[config.mk]
export PLATFORM = sky130hd
export DESIGN_NAME = lsu_mem_ctrl
export DESIGN_NICKNAME = d
export VERILOG_FILES = /design/src/rtl/lsu_mem_ctrl.sv
export SDC_FILE = /design/constraint.sdc
export NUM_CORES = 1
export LEC_CHECK = 0
export ABC_AREA = 1
export CAP_MARGIN = 20
export CORE_ASPECT_RATIO = 1.25
export CORE_MARGIN = 2
export CORE_UTILIZATION = 45
export CTS_BUF_LIST = sky130_fd_sc_hd__clkbuf_4
export DETAILED_ROUTE_END_ITERATION = 10
export GPL_TIMING_DRIVEN = 1
export PLACE_DENSITY = 0.84
export REMOVE_ABC_BUFFERS = 1
export SYNTH_ARGS = -nofsm -noshare
export SYNTH_HDL_FRONTEND = slang
export SYNTH_SLANG_ARGS = --single-unit
[constraint.sdc]
create_clock -name clock -period 3.6 [get_ports clock]
set_input_delay 0.54 -clock clock [delete_from_list [all_inputs] [get_ports clock]]
set_output_delay 0.54 -clock clock [all_outputs]
set_load 0.005 [all_outputs]
[src/rtl/lsu_mem_ctrl.sv]
// lsu_mem_ctrl: single-outstanding load/store unit with valid/ready memory port, lane alignment, extension and timeout
module lsu_mem_ctrl #(
    parameter int ADDR_W  = 64,
    parameter int DATA_W  = 64,
    parameter int TIMEOUT = 255
) (
    input  logic                clock,
    input  logic                reset,
    input  logic                req_valid,
    output logic                req_ready,
    input  logic [ADDR_W-1:0]   req_addr,
    input  logic                req_wen,
    input  logic [1:0]          req_size,
    input  logic                req_unsigned,
    input  logic [DATA_W-1:0]   req_wdata,
    output logic                resp_valid,
    input  logic                resp_ready,
    output logic [DATA_W-1:0]   resp_rdata,
    output logic                resp_misalign,
    output logic                resp_fault,
    output logic                mem_req_valid,
    input  logic                mem_req_ready,
    output logic [ADDR_W-1:0]   mem_addr,
    output logic                mem_wen,
    output logic [DATA_W-1:0]   mem_wdata,
    output logic [DATA_W/8-1:0] mem_wstrb,
    input  logic                mem_rvalid,
    input  logic [DATA_W-1:0]   mem_rdata
);
    localparam int NB    = DATA_W / 8;
    localparam int OFF_W = $clog2(NB);
    localparam int CNT_W = $clog2(TIMEOUT + 2);

    typedef enum logic [1:0] {IDLE, REQ, WAIT, RESP} state_t;

    state_t              state;
    logic [ADDR_W-1:0]   addr;
    logic                wen;
    logic [1:0]          size;
    logic                uns;
    logic [DATA_W-1:0]   wdata;
    logic [CNT_W-1:0]    cnt;
    logic [OFF_W-1:0]    off;
    logic [6:0]          nbits;
    logic [NB-1:0]       bmask;
    logic [DATA_W-1:0]   shifted;
    logic [DATA_W-1:0]   lmask;
    logic [DATA_W-1:0]   ext;
    logic                sign;
    logic                bad;

    // lmask keeps the access-sized low bits; its top set bit locates the sign bit
    always_comb begin
        off     = addr[OFF_W-1:0];
        nbits   = 7'd8 << size;
        bmask   = ~({NB{1'b1}} << (4'd1 << size));
        shifted = mem_rdata >> {off, 3'b000};
        lmask   = {DATA_W{1'b1}} >> (7'(DATA_W) - nbits);
        sign    = |(shifted & lmask & ~(lmask >> 1));
        ext     = (shifted & lmask) | (sign && !uns ? ~lmask : '0);
        bad     = ((5'd1 << req_size) > 5'(NB)) ||
                  ((req_addr[3:0] & ((4'd1 << req_size) - 4'd1)) != 4'd0);
    end

    assign req_ready     = state == IDLE;
    assign resp_valid    = state == RESP;
    assign mem_req_valid = state == REQ;
    assign mem_addr      = {addr[ADDR_W-1:OFF_W], {OFF_W{1'b0}}};
    assign mem_wen       = wen;
    assign mem_wdata     = wdata << {off, 3'b000};
    assign mem_wstrb     = wen ? bmask << off : '0;

    always_ff @(posedge clock) begin
        if (reset) begin
            state         <= IDLE;
            addr          <= '0;
            wen           <= 1'b0;
            size          <= 2'd0;
            uns           <= 1'b0;
            wdata         <= '0;
            cnt           <= '0;
            resp_rdata    <= '0;
            resp_misalign <= 1'b0;
            resp_fault    <= 1'b0;
        end else begin
            case (state)
                IDLE: if (req_valid) begin
                    addr          <= req_addr;
                    wen           <= req_wen;
                    size          <= req_size;
                    uns           <= req_unsigned;
                    wdata         <= req_wdata;
                    resp_misalign <= bad;
                    state         <= bad ? RESP : REQ;
                end
                REQ: if (mem_req_ready) begin
                    cnt   <= '0;
                    state <= wen ? RESP : WAIT;
                end
                WAIT: if (mem_rvalid) begin
                    resp_rdata <= ext;
                    state      <= RESP;
                end else if (TIMEOUT != 0 && cnt == CNT_W'(TIMEOUT - 1)) begin
                    resp_fault <= 1'b1;
                    state      <= RESP;
                end else begin
                    cnt <= cnt + 1'b1;
                end
                RESP: if (resp_ready) begin
                    resp_rdata    <= '0;
                    resp_misalign <= 1'b0;
                    resp_fault    <= 1'b0;
                    state         <= IDLE;
                end
                default: state <= IDLE;
            endcase
        end
    end
endmodule

; ---- After elaboration in Yosys (flattened, before gate mapping)
; Cells that the tools add are included.
[totals]
register_bits = 209
in_bits = 202
word_cells = 80
[op_classes]
add_sub_neg = 3
magnitude_cmp = 1
eq_ne = 12
shifts = 9
n_mux = 23
bitwise = 7
n_reduce_logical = 15
[op_table]
columns = cell, n
row1 = $mux W64, 3
row2 = $and A64 B64 Y64, 2
row3 = $pmux W64 S2, 1
row4 = $not A63 Y64, 1
row5 = $not A64 Y64, 1
row6 = $or A64 B64 Y64, 1
row7 = $reduce_or A64 Y1, 1
row8 = $shl A64 B6 Y64, 1
row9 = $shr A64 B6 Y64, 1
row10 = $shr A64 B7 Y64 const A, 1
row11 = $mux W9, 3
row12 = $pmux W9 S2, 1
row13 = $mux W2, 6
row14 = $reduce_and A4 Y1, 3
row15 = $ne A2 B2 Y1 const B, 5
row16 = $add A9 B1 Y9 const B, 1
row17 = $eq A9 B8 Y1 const B, 1
row18 = $mux W8, 1
row19 = $not A8 Y8, 1
row20 = $pmux W2 S4, 1
row21 = $shl A1 B2 Y4 const A, 2
row22 = $shl A8 B3 Y8, 1
row23 = $shl A8 B4 Y8 const A, 1
row24 = $shl A4 B2 Y7 const A, 1
row25 = other kinds (19), 29

; ---- Depth between registers and ports, before layout
; Gate-level depths: netlist (run 1).
[logic_depth]
word_depth = 11
mapped_depth = 14
mapped_depth_nobuf = 12

; ---- Worst setup path before layout (run 1)
; Ideal clock, no wire load.
[synth_timing]
kind = flip-flop to output port
from = register addr[0]
to = output mem_wdata[63]
t_arrival_ns = 1.521
required_ns = 3.060
slack_ns = 1.539
path_stages_with_launch = 9
n_path_buf = 4
path_cell_list = dfxtp_1 -> buf_4 -> buf_2 -> buf_2 -> buf_4 -> mux2i_1 -> nand2_1 -> nand3_1 -> o21ai_0
[synth_between]
elab_chain_cells = 1
[synth_rtl]
columns = item, line
row1 = start: declaration, 37  ; logic [ADDR_W-1:0] addr;
row2 = start signal: assignment, 88  ; addr <= req_addr;
row3 = $shl A64 B6 Y64, 70  ; assign mem_wdata = wdata << {off, 3'b000};
row4 = end: declaration, 25  ; output logic [DATA_W-1:0] mem_wdata,
; Every way passes these cells.

; ---- Worst setup path in the final report (run 1)
[layout_timing]
from = register addr[0]
to = output mem_wdata[36]
; Same word-level chain as after synthesis.

==> results of run 1 <==
[power by group through the flow]
stage	sequential [mW]	combinational [mW]	clock (mW)
after CTS	3.18	5.41	2.10
after global placement	3.20	5.30	0
after detailed placement	3.22	5.38	0
final	3.17	5.50	2.04
after floorplan	3.31	2.71	0
after global routing	3.23	6.09	2.21
[worst max-delay path, stage by stage (launching register included)]
cell and delay (ns):
dfxtp_4 0.45, buf_16 0.21, nor2_4 0.31, nand2_1 0.20, o21ai_0 0.44, clkdlybuf4s50_1 0.61
[cells in the mapped netlist, types with 3 or more instances]
master | count | area [um2]
inv_1 | 62 | 233
dfxtp_1 | 209 | 4180
inv_2 | 4 | 15.0
clkbuf_1 | 88 | 330
o21a_1 | 9 | 67.6
or2_2 | 12 | 75.1
o21ai_0 | 248 | 1240
buf_4 | 74 | 556
buf_2 | 22 | 110
buf_1 | 18 | 67.6
o21ai_1 | 15 | 75.1
nand2_1 | 426 | 1600
xor2_1 | 3 | 26.3
ha_1 | 7 | 87.6
a21oi_1 | 129 | 646
nand3_1 | 142 | 711
nor2_1 | 304 | 1140
mux2i_1 | 29 | 290
nand4_1 | 4 | 25.0
and2_1 | 18 | 113
o211ai_1 | 7 | 52.6
[sequential cells by signal, summed over array words and instances, names as in the netlist]
register,cells
addr,64
cnt,9
mem_wen,1
resp_fault,1
resp_misalign,1
resp_rdata,64
size,2
state,2
uns,1
wdata,64
[per-layer routing]
layer | global-route usage (%) | part of all wire [%] | up-vias
met1 | 33.2 | 37 | 6065
met2 | 50.2 | 47 | 724
met4 | 18.4 | 5.9 | 2
met5 | 0 | 0.038 | -
li1 | - | - | 6553
met3 | 7.88 | 10 | 183
[kinds of logic (layout without fill, tap and decap cells)]
family / Yosys count / in the layout / synth area share (%)
simple gates: 911 / 911 / 31.4
flops: 209 / 209 / 35.5
compound gates: 419 / 419 / 18.4
mux: 29 / 29 / 2.46
other cells: 1 / 9 / 0.0318
xor+xnor: 4 / 4 / 0.297
fa+ha+maj: 7 / 7 / 0.743
buf+inv: 269 / 588 / 11.2
[layout by cell type (no fill, tap or decap), types with 3 or more instances in the layout]
| cell type | instances |
|---|---|
| buf_4 | 21 |
| or2_2 | 12 |
| a21oi_1 | 129 |
| clkbuf_4 | 79 |
| nand4_1 | 4 |
| o21a_1 | 9 |
| ha_1 | 7 |
| nand2_2 | 3 |
| inv_1 | 60 |
| and2_1 | 18 |
| nand3_1 | 142 |
| clkdlybuf4s50_1 | 403 |
| inv_4 | 3 |
| mux2i_1 | 29 |
| nand2_1 | 423 |
| nor2_1 | 303 |
| dfxtp_4 | 3 |
| dfxtp_1 | 206 |
| o21ai_0 | 248 |
| conb_1 | 3 |
| clkinv_1 | 8 |
| clkinv_2 | 3 |
| xor2_1 | 3 |
| diode_2 | 6 |
| buf_12 | 4 |
| nor2_4 | 3 |
| o211ai_1 | 7 |
| o21ai_1 | 15 |
[what timing repair did]
action,in CTS,in global routing
cloned,0,0
setup buffers,0,1
endpoints found under the hold margin,0,0
endpoints found under the setup margin,10,19
resized for setup,3,4
pin swaps,0,0
[cell type report]
type / instances / area (um2) / area share, %
Multi-Input combinational cell: 1373 / 6310 / 39.0
Timing Repair Buffer: 432 / 4330 / 26.7
Sequential cell: 209 / 4200 / 25.9
Clock buffer: 79 / 593 / 3.66
Tap cell: 340 / 425 / 2.63
Inverter: 66 / 258 / 1.59
Clock inverter: 11 / 68.8 / 0.425
Antenna cell: 6 / 15.0 / 0.0927
[worst paths after layout]
kind              cells after the start                          end                     from  slack, ns
setup / recovery                      5                mem_wdata[36]     addr[0]$_SDFFE_PP0P_       0.12
setup reg to reg                      9  resp_rdata[16]$_SDFFE_PP0P_     addr[1]$_SDFFE_PP0P_       0.85
hold / removal                        4      resp_fault$_SDFFE_PP0P_                    reset       0.41
hold reg to reg                       2      resp_fault$_SDFFE_PP0P_  resp_fault$_SDFFE_PP0P_       0.46
[per-stage QoR]
step                      cell area, um2  TNS [ns]  hold slack [ns]  cells
after floorplan                    10700   -256.09            0.442   1648
after global placement             15500         0            0.439   2418
after detailed placement           15500         0            0.457   2418
after CTS                          16100         0            0.377   2508
after global routing               16200         0            0.428   2514
final                              16200         0            0.414   2516
==> impl_metrics.py, run 1 <==
metrics = {
    "power_and_ir_drop": {
        "p_seq_share_pct": 29.6,
        "p_per_area_mw_per_mm2": 661,
        "clock_power_share_pct": 19.1,
        "p_int_mw": 6.28,
        "p_comb_share_pct": 51.3,
        "ir_worst_vdd_uv": 463,
        "leakage_nw": 6.51,
        "switchingPower_mw": 4.43,
        "p_sw_share_pct": 41.3,
        "p_total_mw": 10.7,
    },
    "synth": {
        "ys.flop_type": "dfxtp_1",
        "yosysSeqAreaShare_pct": 35.5,
        "synth_edf_count": 0,
        "syn_inst": 1849,
        "synth-seq-cells": 209,
        "syn_area_per_cell_um2": 6.37,
        "async_flop_share_pct": 0,
        "ys_types": 36,
        "ys_warn_count": 0,
        "synth_area_mm2": 0.0118,
    },
    "detailed_routing": {
        "drc": 0,
        "wl_um": 42300,
        "dr.pass1.iters": 6,
        "vias": 13500,
        "viasPerCell": 5.38,
        "drt-initial-drc-count": 981,
        "ant_nets": 0,
        "wl_per_cell_um": 16.8,
    },
    "sta": {
        "fin_ws_ns": 0.118,
        "rsz0062_at_grt": "no",
        "fin_skew_ns": 0.0292,
        "fin_crit_sh_pct": 96.7,
        "min_period_ns": 3.48,
        "slew_headroom_pct": 37.9,
        "setup_violations": 0,
        "drv_slew": 0,
        "hold_viol": 0,
        "fmax_ghz": 0.287,
        "tightest_slew_ns": 0.931,
    },
    "clock_network": {
        "insertion_delay_ns": 0.70,
        "ctsHtreeMaxLevel": 2,
        "tritoncts": "done",
        "clk_pin_slew_ns": 0.07,
        "cts.sinks": 209,
        "hold_buffers": 0,
        "cts_buffers": 55,
        "cts.path.max_buffers": 3,
        "root_buffer": "clkbuf_4",
    },
    "placed_design": {
        "place_ws_ns": 0.664,
        "io_buffers": 404,
        "dpl.hpwl_um": 29500,
        "gp_congestion": 0.890,
    },
    "worst_setup_path": {
        "end_kind": "output pin",
        "crit_type": "reg -> out",
        "cp_max_fo": 24,
        "critPathLaunchType": "flip-flop",
        "worstPathRequired_ns": 3.06,
        "cp.arrival_ns": 2.94,
    },
    "floorplan": {
        "std_cell_rows": 66,
        "core_mm2": 0.0259,
        "die_w_um": 149,
        "start_util_pct": 45.4,
        "ios": 408,
        "die-height_um": 185,
        "die_area_mm2": 0.0275,
    },
    "final_layout": {
        "nFillCells": 2436,
        "layout.nets": 2346,
        "final_util_pct": 62.5,
        "drive_gt1_share_pct": 6.45,
        "synthToLayoutAreaGrowth_pct": 37.4,
    },
    "outcome": {
        "outcome": "completed",
    },
    "job": {
        "max_cap_viol_count": 0,
    },
    "global_route": {
        "grt_max_degree": 125,
        "grt_pass1_vias": 12700,
        "antenna_found_initial": 5,
        "grt_pass1_wl_um": 65100,
        "overflow": 0,
        "grt_use_total_pct": 29.7,
    },
    "worst_hold_path": {
        "hold_class": "in -> reg",
    },
}
Note: power is estimated with default switching activity, not from simulation.
==> run 2: changes to the inputs <==
PLACE_DENSITY = default   (was 0.84)
PLACE_DENSITY_LB_ADDON = 0.3   (was default)
==> run 2 against run 1 <==
Global-route usage is 0.44 points lower. Power grew 1.5%. Sequential power is essentially flat. Combinational power about the same. First-iteration DRC count fell by 16%. Wire length is 0.16% lower. Clock skew grew 0.0076 ns. Setup slack improved by 0.13 ns. Sequential cell count unchanged. Sequential share of layout area decreased by 0.10 points. Design area increased by 0.39%.
==> impl_metrics.py, run 2 (synthesis results as in run 1) <==
metrics = {
    "detailed_routing": {
        "wl_per_cell_um": 16.7,
        "met2_wirelength_um": 20500,
        "dr.pass1.iters": 8,
        "wl_met1_um": 15100,
        "vias": 13600,
        "drc": 0,
        "ant_nets": 0,
        "wl_um": 42200,
        "drt-initial-drc-count": 821,
        "routed.top_layer": "met5",
        "viasPerCell": 5.37,
        "dr_wl_met3_um": 4670,
    },
    "placed_design": {
        "io_buffers": 404,
        "gp_congestion": 0.912,
        "dp_cells": 2419,
        "postPlaceCellArea_mm2": 0.0155,
        "dpl.hpwl_um": 28400,
    },
    "final_layout": {
        "synthToLayoutAreaGrowth_pct": 38.0,
        "instances_no_fill": 2525,
        "drive_gt1_share_pct": 6.47,
        "layout_common_cells": "nand2_1, clkdlybuf4s50_1, nor2_1",
        "largestRegisters": "addr: 64 flops, resp_rdata: 64 flops, wdata: 64 flops",
        "final_util_pct": 62.7,
        "layout.nets": 2348,
        "layout_commonest_cell": "nand2_1",
        "finalInstanceArea_mm2": 0.0163,
    },
    "sta": {
        "fin_crit_sh_pct": 93.1,
        "min_period_ns": 3.35,
        "fmax_ghz": 0.298,
        "fin_skew_ns": 0.0368,
        "setup_tns_ns": 0,
        "hold_viol": 0,
        "setup_violations": 0,
        "tightest_slew_ns": 0.908,
        "slew_headroom_pct": 39.2,
        "rsz0062_at_grt": "no",
        "drv_slew": 0,
    },
    "power_and_ir_drop": {
        "p_per_area_mw_per_mm2": 669,
        "ir_worst_vdd_uv": 393,
        "leakage_nw": 6.53,
        "p_sw_share_pct": 41.7,
        "clock_power_share_pct": 20.0,
        "p_comb_share_pct": 50.7,
        "switchingPower_mw": 4.53,
        "p_seq_share_pct": 29.3,
        "p_int_mw": 6.34,
    },
    "clock_network": {
        "clk_pin_slew_ns": 0.07,
        "cts_buffers": 56,
        "hold_buffers": 0,
        "insertion_delay_ns": 0.70,
        "cts.sinks": 209,
        "cts.path.max_buffers": 3,
        "tritoncts": "done",
        "ctsHtreeMaxLevel": 2,
        "root_buffer": "clkbuf_4",
    },
    "floorplan": {
        "die_area_mm2": 0.0275,
        "std_cell_rows": 66,
        "die-height_um": 185,
        "die_w_um": 149,
        "core_mm2": 0.0259,
        "start_util_pct": 45.4,
        "ios": 408,
    },
    "worst_setup_path": {
        "worstPathRequired_ns": 3.06,
        "end_kind": "output pin",
        "cp_max_fo": 27,
        "critPathLaunchType": "flip-flop",
        "crit_type": "reg -> out",
        "cp.arrival_ns": 2.81,
    },
    "worst_hold_path": {
        "hold_class": "in -> reg",
    },
    "global_route": {
        "grt_pass1_vias": 12900,
        "overflow": 0,
        "grt_max_degree": 149,
        "grt_use_total_pct": 29.2,
        "antenna_found_initial": 8,
        "grt_pass1_wl_um": 64800,
    },
    "outcome": {
        "outcome": "completed",
    },
    "job": {
        "max_cap_viol_count": 0,
    },
}
[run 2: per-layer routing]
layer  vias to the layer above  GRT usage (%)
li1                       6583              -
met1                      6150           32.0
met2                       702           50.6
met3                       134           9.43
met4                         2           14.8
met5                         -              0
[run 2: final cells by class]
type                            instances  area [um2]
Clock inverter                         20         136
Sequential cell                       209        4200
Tap cell                              340         425
Fill cell                            2472        9670
Multi-Input combinational cell       1373        6300
Timing Repair Buffer                  433        4350
Antenna cell                            7        17.5
Inverter                               66         255
Clock buffer                           77         578
[run 2: timing repair]
| action | 4_1_cts | 5_1_grt |
|---|---|---|
| endpoints found under the setup margin | 3 | 18 |
| setup buffers | 0 | 2 |
| cloned | 0 | 0 |
| resized for setup | 1 | 0 |
[run 2: per-stage QoR]
| step | hold slack, ns | setup WS (ns) | power (mW) |
|---|---|---|---|
| floorplan | 0.442 | -1.90 | 6.02 |
| global placement | 0.441 | 0.742 | 8.56 |
| detailed placement | 0.443 | 0.674 | 8.65 |
| CTS | 0.382 | 0.00591 | 10.9 |
| global route | 0.422 | 0.0370 | 11.7 |
| finish | 0.452 | 0.250 | 10.9 |
[run 2: worst max-delay path, cell delays in order, from the launching register on]
cell,delay [ns]
dfxtp_4,0.56
inv_2,0.31
o21ai_0,0.33
o21ai_0,0.15
o21ai_0,0.23
clkdlybuf4s50_1,0.55
[run 2: worst paths after layout]
check	slack, ns	cells after the start	start	endpoint
max reg2reg	0.70	12	addr[0]$_SDFFE_PP0P_	resp_rdata[60]$_SDFFE_PP0P_
min reg2reg	0.45	2	resp_fault$_SDFFE_PP0P_	resp_fault$_SDFFE_PP0P_
max	0.25	5	addr[0]$_SDFFE_PP0P_	mem_wdata[61]
min	0.45	3	req_addr[3]	addr[3]$_SDFFE_PP0P_
[run 2: power groups by stage]
stage / logic [mW] / clock network, mW / registers, mW
floorplan: 2.71 / 0 / 3.31
global placement: 5.34 / 0 / 3.23
detailed placement: 5.40 / 0 / 3.25
CTS: 5.43 / 2.23 / 3.21
global route: 6.09 / 2.35 / 3.25
finish: 5.51 / 2.18 / 3.19
==> edit 1 (flow settings as in run 1) <==
The parameter `ADDR_W` goes from 64 to 128.
--- a/src/rtl/lsu_mem_ctrl.sv
+++ b/src/rtl/lsu_mem_ctrl.sv
@@ -2,3 +2,3 @@
 module lsu_mem_ctrl #(
-    parameter int ADDR_W  = 64,
+    parameter int ADDR_W  = 128,
     parameter int DATA_W  = 64,
Ports: changed (resized mem_addr and req_addr); port bits go from 408 to 536. The function was not compared with the original's and may differ.
==> edit 1 against run 1 <==
- sequential cell count increased by 64
- combinational power grew 27%
- setup slack better by 56 ps
- power rose by 31%
- maximum frequency grew 1.6%
- synthesized area is 23% higher
- cell area rose by 23%
- routed wire length is 29% higher
- critical path type unchanged
- critical endpoint is now mem_wdata[55]
==> edit 1: results (changes against run 1) <==
status: "finished, final reports clean"  # unchanged
buf_share_pct: 28.3  # was 26.7%
whs_endpoint: "wdata[46]"  # was resp_fault
stdcell_count: 3014  # was 2516
reg_top3: "addr x128, resp_rdata x64, wdata x64"  # was addr x64, resp_rdata x64, wdata x64
vdd_drop_max_v: 0.000510  # was 0.000463 V
clkCellAreaFrac_pct: 4.57  # was 4.09%
dp_hpwl_um: 38400  # was 29500 um
n_antenna_cell: 13  # was 6
ctsHtreeMaxLevel: 3  # was 2
grt_pass1_wl_um: 81300  # was 65100 um
drt-vias-per-instance: 5.40  # was 5.38
relSlewSlack_pct: 36.2  # was 37.9%
port_buffers: 532  # was 404
antenna_found_initial: 15  # was 5
synth_fa_ha_area_share_pct: 0.606  # was 0.743%
synth_compound_area_share_pct: 17.5  # was 18.4%
worst_path_largest_cell_delay_ps: 490  # was 610 ps
met2_length_um: 25100  # was 20000 um
synth_common_cells: "434 x nand2_1, 427 x nor2_1, 309 x o21ai_0"  # was 426 x nand2_1, 304 x nor2_1, 248 x o21ai_0
cp.arrival_ps: 2890  # was 2940 ps
track_usage_pct: 30.9  # was 29.7%
crit_fanout: 29  # was 24
synth.area.top_cells: "dfxtp_1 38%, nand2_1 11%, nor2_1 11%"  # was dfxtp_1 36%, nand2_1 14%, o21ai_0 11%
grt_max_degree: 212  # was 125
drive_above_1_share_pct: 6.95  # was 6.45%
dp.cells: 2873  # was 2418
yosys-mux-area-fraction_pct: 1.66  # was 2.46%
finClkSkew_ps: 35.2  # was 29.2 ps
n_clock_buffer: 102  # was 79
holdWs_ps: 358  # was 414 ps
use_met1_pct: 34.4  # was 33.2%
gp_congestion: 0.942  # was 0.890
wl_per_cell_um: 18.1  # was 16.8 um
syn-instance-count: 2185  # was 1849
path_clk_slew_ps: 70  # about the same
seq_area_sq_mm: 0.00547  # was 0.00420 sq mm
nFillCells: 2766  # was 2436
met1_length_um: 19500  # was 15600 um
ys_types: 40  # was 36
grt_pass1_vias: 15445  # was 12727
p_leak_nw: 7.99  # was 6.51 nW
nets: 2810  # was 2346
drt_iter0_markers: 1573  # was 981
wl_met3_um: 6340  # was 4210 um
grt_use_met2_pct: 50.1  # was 50.2%
dr.max_layer_used: "met5"  # unchanged
buffers_excl_clock: 565  # was 432
met3_usage_pct: 10.6  # was 7.88%
cts_buffers: 72  # was 55
cts.sinks: 273  # was 209
synth_seq_area_share_pct: 37.8  # was 35.5%
synth_xor_xnor_area_share_pct: 0.243  # was 0.297%
multi_input_area_share_pct: 35.9  # was 39.0%
hold-path-cell-count: 4  # unchanged
==> edit 1: report_power, final <==
part	switching (mW)	internal, mW
logic	3.89	3.07
registers	0.487	3.77
clock network	1.32	1.45
total	5.70	8.29
==> edit 1: timing repair <==
item,CTS,global route
gates resized for setup,0,2
endpoints found under the setup margin,0,13
setup buffers,0,2
==> edit 1: worst max-delay path by stage <==
stage	from	end	slack (ps)	cells past startpoint
4_1_cts	addr[1]	mem_wdata[55]	10	6
5_1_grt	addr[0]	mem_wdata[59]	4	7
6_report	addr[0]	mem_wdata[55]	170	7
2_1_floorplan	state[0]	addr[3]	-3810	6
3_3_place_gp	addr[0]	mem_wdata[39]	870	5
3_5_place_dp	addr[1]	mem_wdata[55]	820	6
==> edit 1: through the flow <==
stage	area, sq um	setup TNS (ps)	setup WS [ps]
5_1_grt	19900	0	4.20
4_1_cts	19900	0	12.4
2_1_floorplan	12800	-805370	-3810
3_3_place_gp	19000	0	870
6_report	19900	0	174
3_5_place_dp	19000	0	816
==> edit 2 (settings of run 1) <==
Without the edit above. Put one more register stage on the output `resp_fault`, without a reset. The value now appears one clock later. The other outputs are not delayed to match.
--- a/src/rtl/lsu_mem_ctrl.sv
+++ b/src/rtl/lsu_mem_ctrl.sv
@@ -34,2 +34,4 @@
     typedef enum logic [1:0] {IDLE, REQ, WAIT, RESP} state_t;
+
+    logic resp_fault_s0;
 
@@ -83,3 +85,3 @@
             resp_misalign <= 1'b0;
-            resp_fault    <= 1'b0;
+            resp_fault_s0 <= 1'b0;
         end else begin
@@ -103,3 +105,3 @@
                 end else if (TIMEOUT != 0 && cnt == CNT_W'(TIMEOUT - 1)) begin
-                    resp_fault <= 1'b1;
+                    resp_fault_s0 <= 1'b1;
                     state      <= RESP;
@@ -111,3 +113,3 @@
                     resp_misalign <= 1'b0;
-                    resp_fault    <= 1'b0;
+                    resp_fault_s0 <= 1'b0;
                     state         <= IDLE;
@@ -118,2 +120,6 @@
     end
+    always_ff @(posedge clock) begin
+        resp_fault <= resp_fault_s0;
+    end
+
 endmodule
Function: same outputs for any inputs over 4 cycles, from zero or initial values and one cycle with reset high; that may be too few to reach the edited logic, so the function may still have changed.
==> edit 2 against run 1 <==
- critical path depth did not move
- global-route usage fell by 0.69 points
- cell area rose by 0.35%
- synthesized area rose by 0.17%
- first-iteration DRC count rose by 1.6%
- via count rose by 0.26%
- combinational power barely moved
- setup slack improved by 57 ps
- routed wire length fell by 0.31%
- power rose by 0.92%
- sequential cell count rose by 1
- critical path type unchanged
- largest cell class unchanged
==> edit 2: results (changes against run 1) <==
status: "finished, final reports clean"  # unchanged
synth_seq_area_share_pct: 35.6  # was 35.5%
crit_fanout: 21  # was 24
start_kind: "register"  # unchanged
antenna_found_initial: 5  # unchanged
setup_viol_count_final: 0  # unchanged
reg2reg_setup_slack_ps: 800  # was 850 ps
dp_hpwl_um: 29300  # was 29500 um
grt_pass1_vias: 12895  # was 12727
synth_compound_area_share_pct: 18.3  # was 18.4%
ff2ff_path_depth: 11  # was 9
syn-instance-count: 1850  # was 1849
track_usage_pct: 29.0  # was 29.7%
hold-path-cell-count: 0  # was 4
vdd_drop_max_v: 0.000454  # was 0.000463 V
drive_above_1_share_pct: 6.83  # was 6.45%
tightest_slew_ps: 901  # was 931 ps
synth_fa_ha_area_share_pct: 0.742  # was 0.743%
slowest_stage: "clkdlybuf4s50_1"  # unchanged
grt_max_degree: 100  # was 125
period_minus_slack_ps: 3420  # was 3480 ps
critPathTopFamily: "buffers and inverters"  # unchanged
synth_common_cells: "426 x nand2_1, 304 x nor2_1, 248 x o21ai_0"  # unchanged
nets: 2350  # was 2346
dr.pass1.iters: 5  # was 6
p_leak_nw: 6.55  # was 6.51 nW
finClkSkew_ps: 25.2  # was 29.2 ps
synth.area.top_cells: "dfxtp_1 36%, nand2_1 14%, o21ai_0 11%"  # unchanged
worst_path_largest_cell_delay_ps: 610  # about the same
crit_end: "mem_wdata[34]"  # was mem_wdata[36]
r2r-end: "resp_rdata[34]"  # was resp_rdata[16]
gp_congestion: 0.912  # was 0.890
tns_ps: 0  # unchanged
hold_path.class: "register to register"  # was primary input to register
drt-vias-per-instance: 5.37  # was 5.38
stdcell_count: 2524  # was 2516
grt_pass1_wl_um: 64100  # was 65100 um
wl_per_cell_um: 16.7  # was 16.8 um
cp.arrival_ps: 2880  # was 2940 ps
nFillCells: 2342  # was 2436
yosys-mux-area-fraction_pct: 2.46  # about the same
synth-async-reset-ratio_pct: 0  # unchanged
drt_iter0_markers: 997  # was 981
synth_xor_xnor_area_share_pct: 0.297  # about the same
ctsHtreeMaxLevel: 2  # unchanged
r2r_start: "addr[0]"  # was addr[1]
dpl_worst_slack_ps: 694  # was 664 ps
port_buffers: 404  # unchanged
p_int_mw: 6.35  # was 6.28 mW
ys.flop_type: "dfxtp_1"  # unchanged
[edit 2: power by group through the flow]
stage               sequential, mW  clock [mW]  combinational (mW)
floorplan                     3.33           0                2.71
global route                  3.24        2.30                6.06
detailed placement            3.24           0                5.36
global placement              3.21           0                5.27
finish                        3.19        2.14                5.48
CTS                           3.19        2.19                5.39
[edit 2: timing repair]
action,in CTS,in global routing
hold endpoints to repair,0,0
setup endpoints to repair,0,10
setup buffers,0,1
resized for setup,0,4
[edit 2: metal layers]
metal	vias up	global-route usage (%)	wire length, um
li1	6568	-	-
met1	6092	30.8	14900
met2	752	51.9	20500
met3	146	8.99	4620
met4	4	14.2	2060
met5	-	0	32
[edit 2: how the worst min path moves through the flow]
stage,endpoint,slack (ps),from
6_report,resp_fault,350,resp_fault_s0
5_1_grt,resp_fault,370,resp_fault_s0
4_1_cts,resp_fault,350,resp_fault_s0
3_5_place_dp,resp_fault,340,resp_fault_s0
3_3_place_gp,resp_fault,340,resp_fault_s0
2_1_floorplan,resp_fault,330,resp_fault_s0
[edit 2: cell type report]
type	instances	area, sq um	area share (%)
inverters	66	258	1.59
well taps	340	425	2.62
diodes	4	10.0	0.0616
repair buffers	435	4330	26.7
clock buffers	83	623	3.83
clock inverters	13	82.6	0.508
flip-flops and latches	210	4220	25.9
multi-input cells	1373	6310	38.8
[edit 2: logic make-up after synthesis]
kind of cell | after synthesis
fa+ha+maj | 7
other cells | 1
simple gates | 911
xor+xnor | 4
flops | 210
buf+inv | 269
mux | 29
compound gates | 419
[edit 2: stage by stage]
step / area [sq um] / utilization (%)
floorplan: 10700 / -
CTS: 16200 / 62.4
global placement: 15500 / 59.7
finish: 16300 / 62.7
global route: 16200 / 62.7
detailed placement: 15500 / 59.7
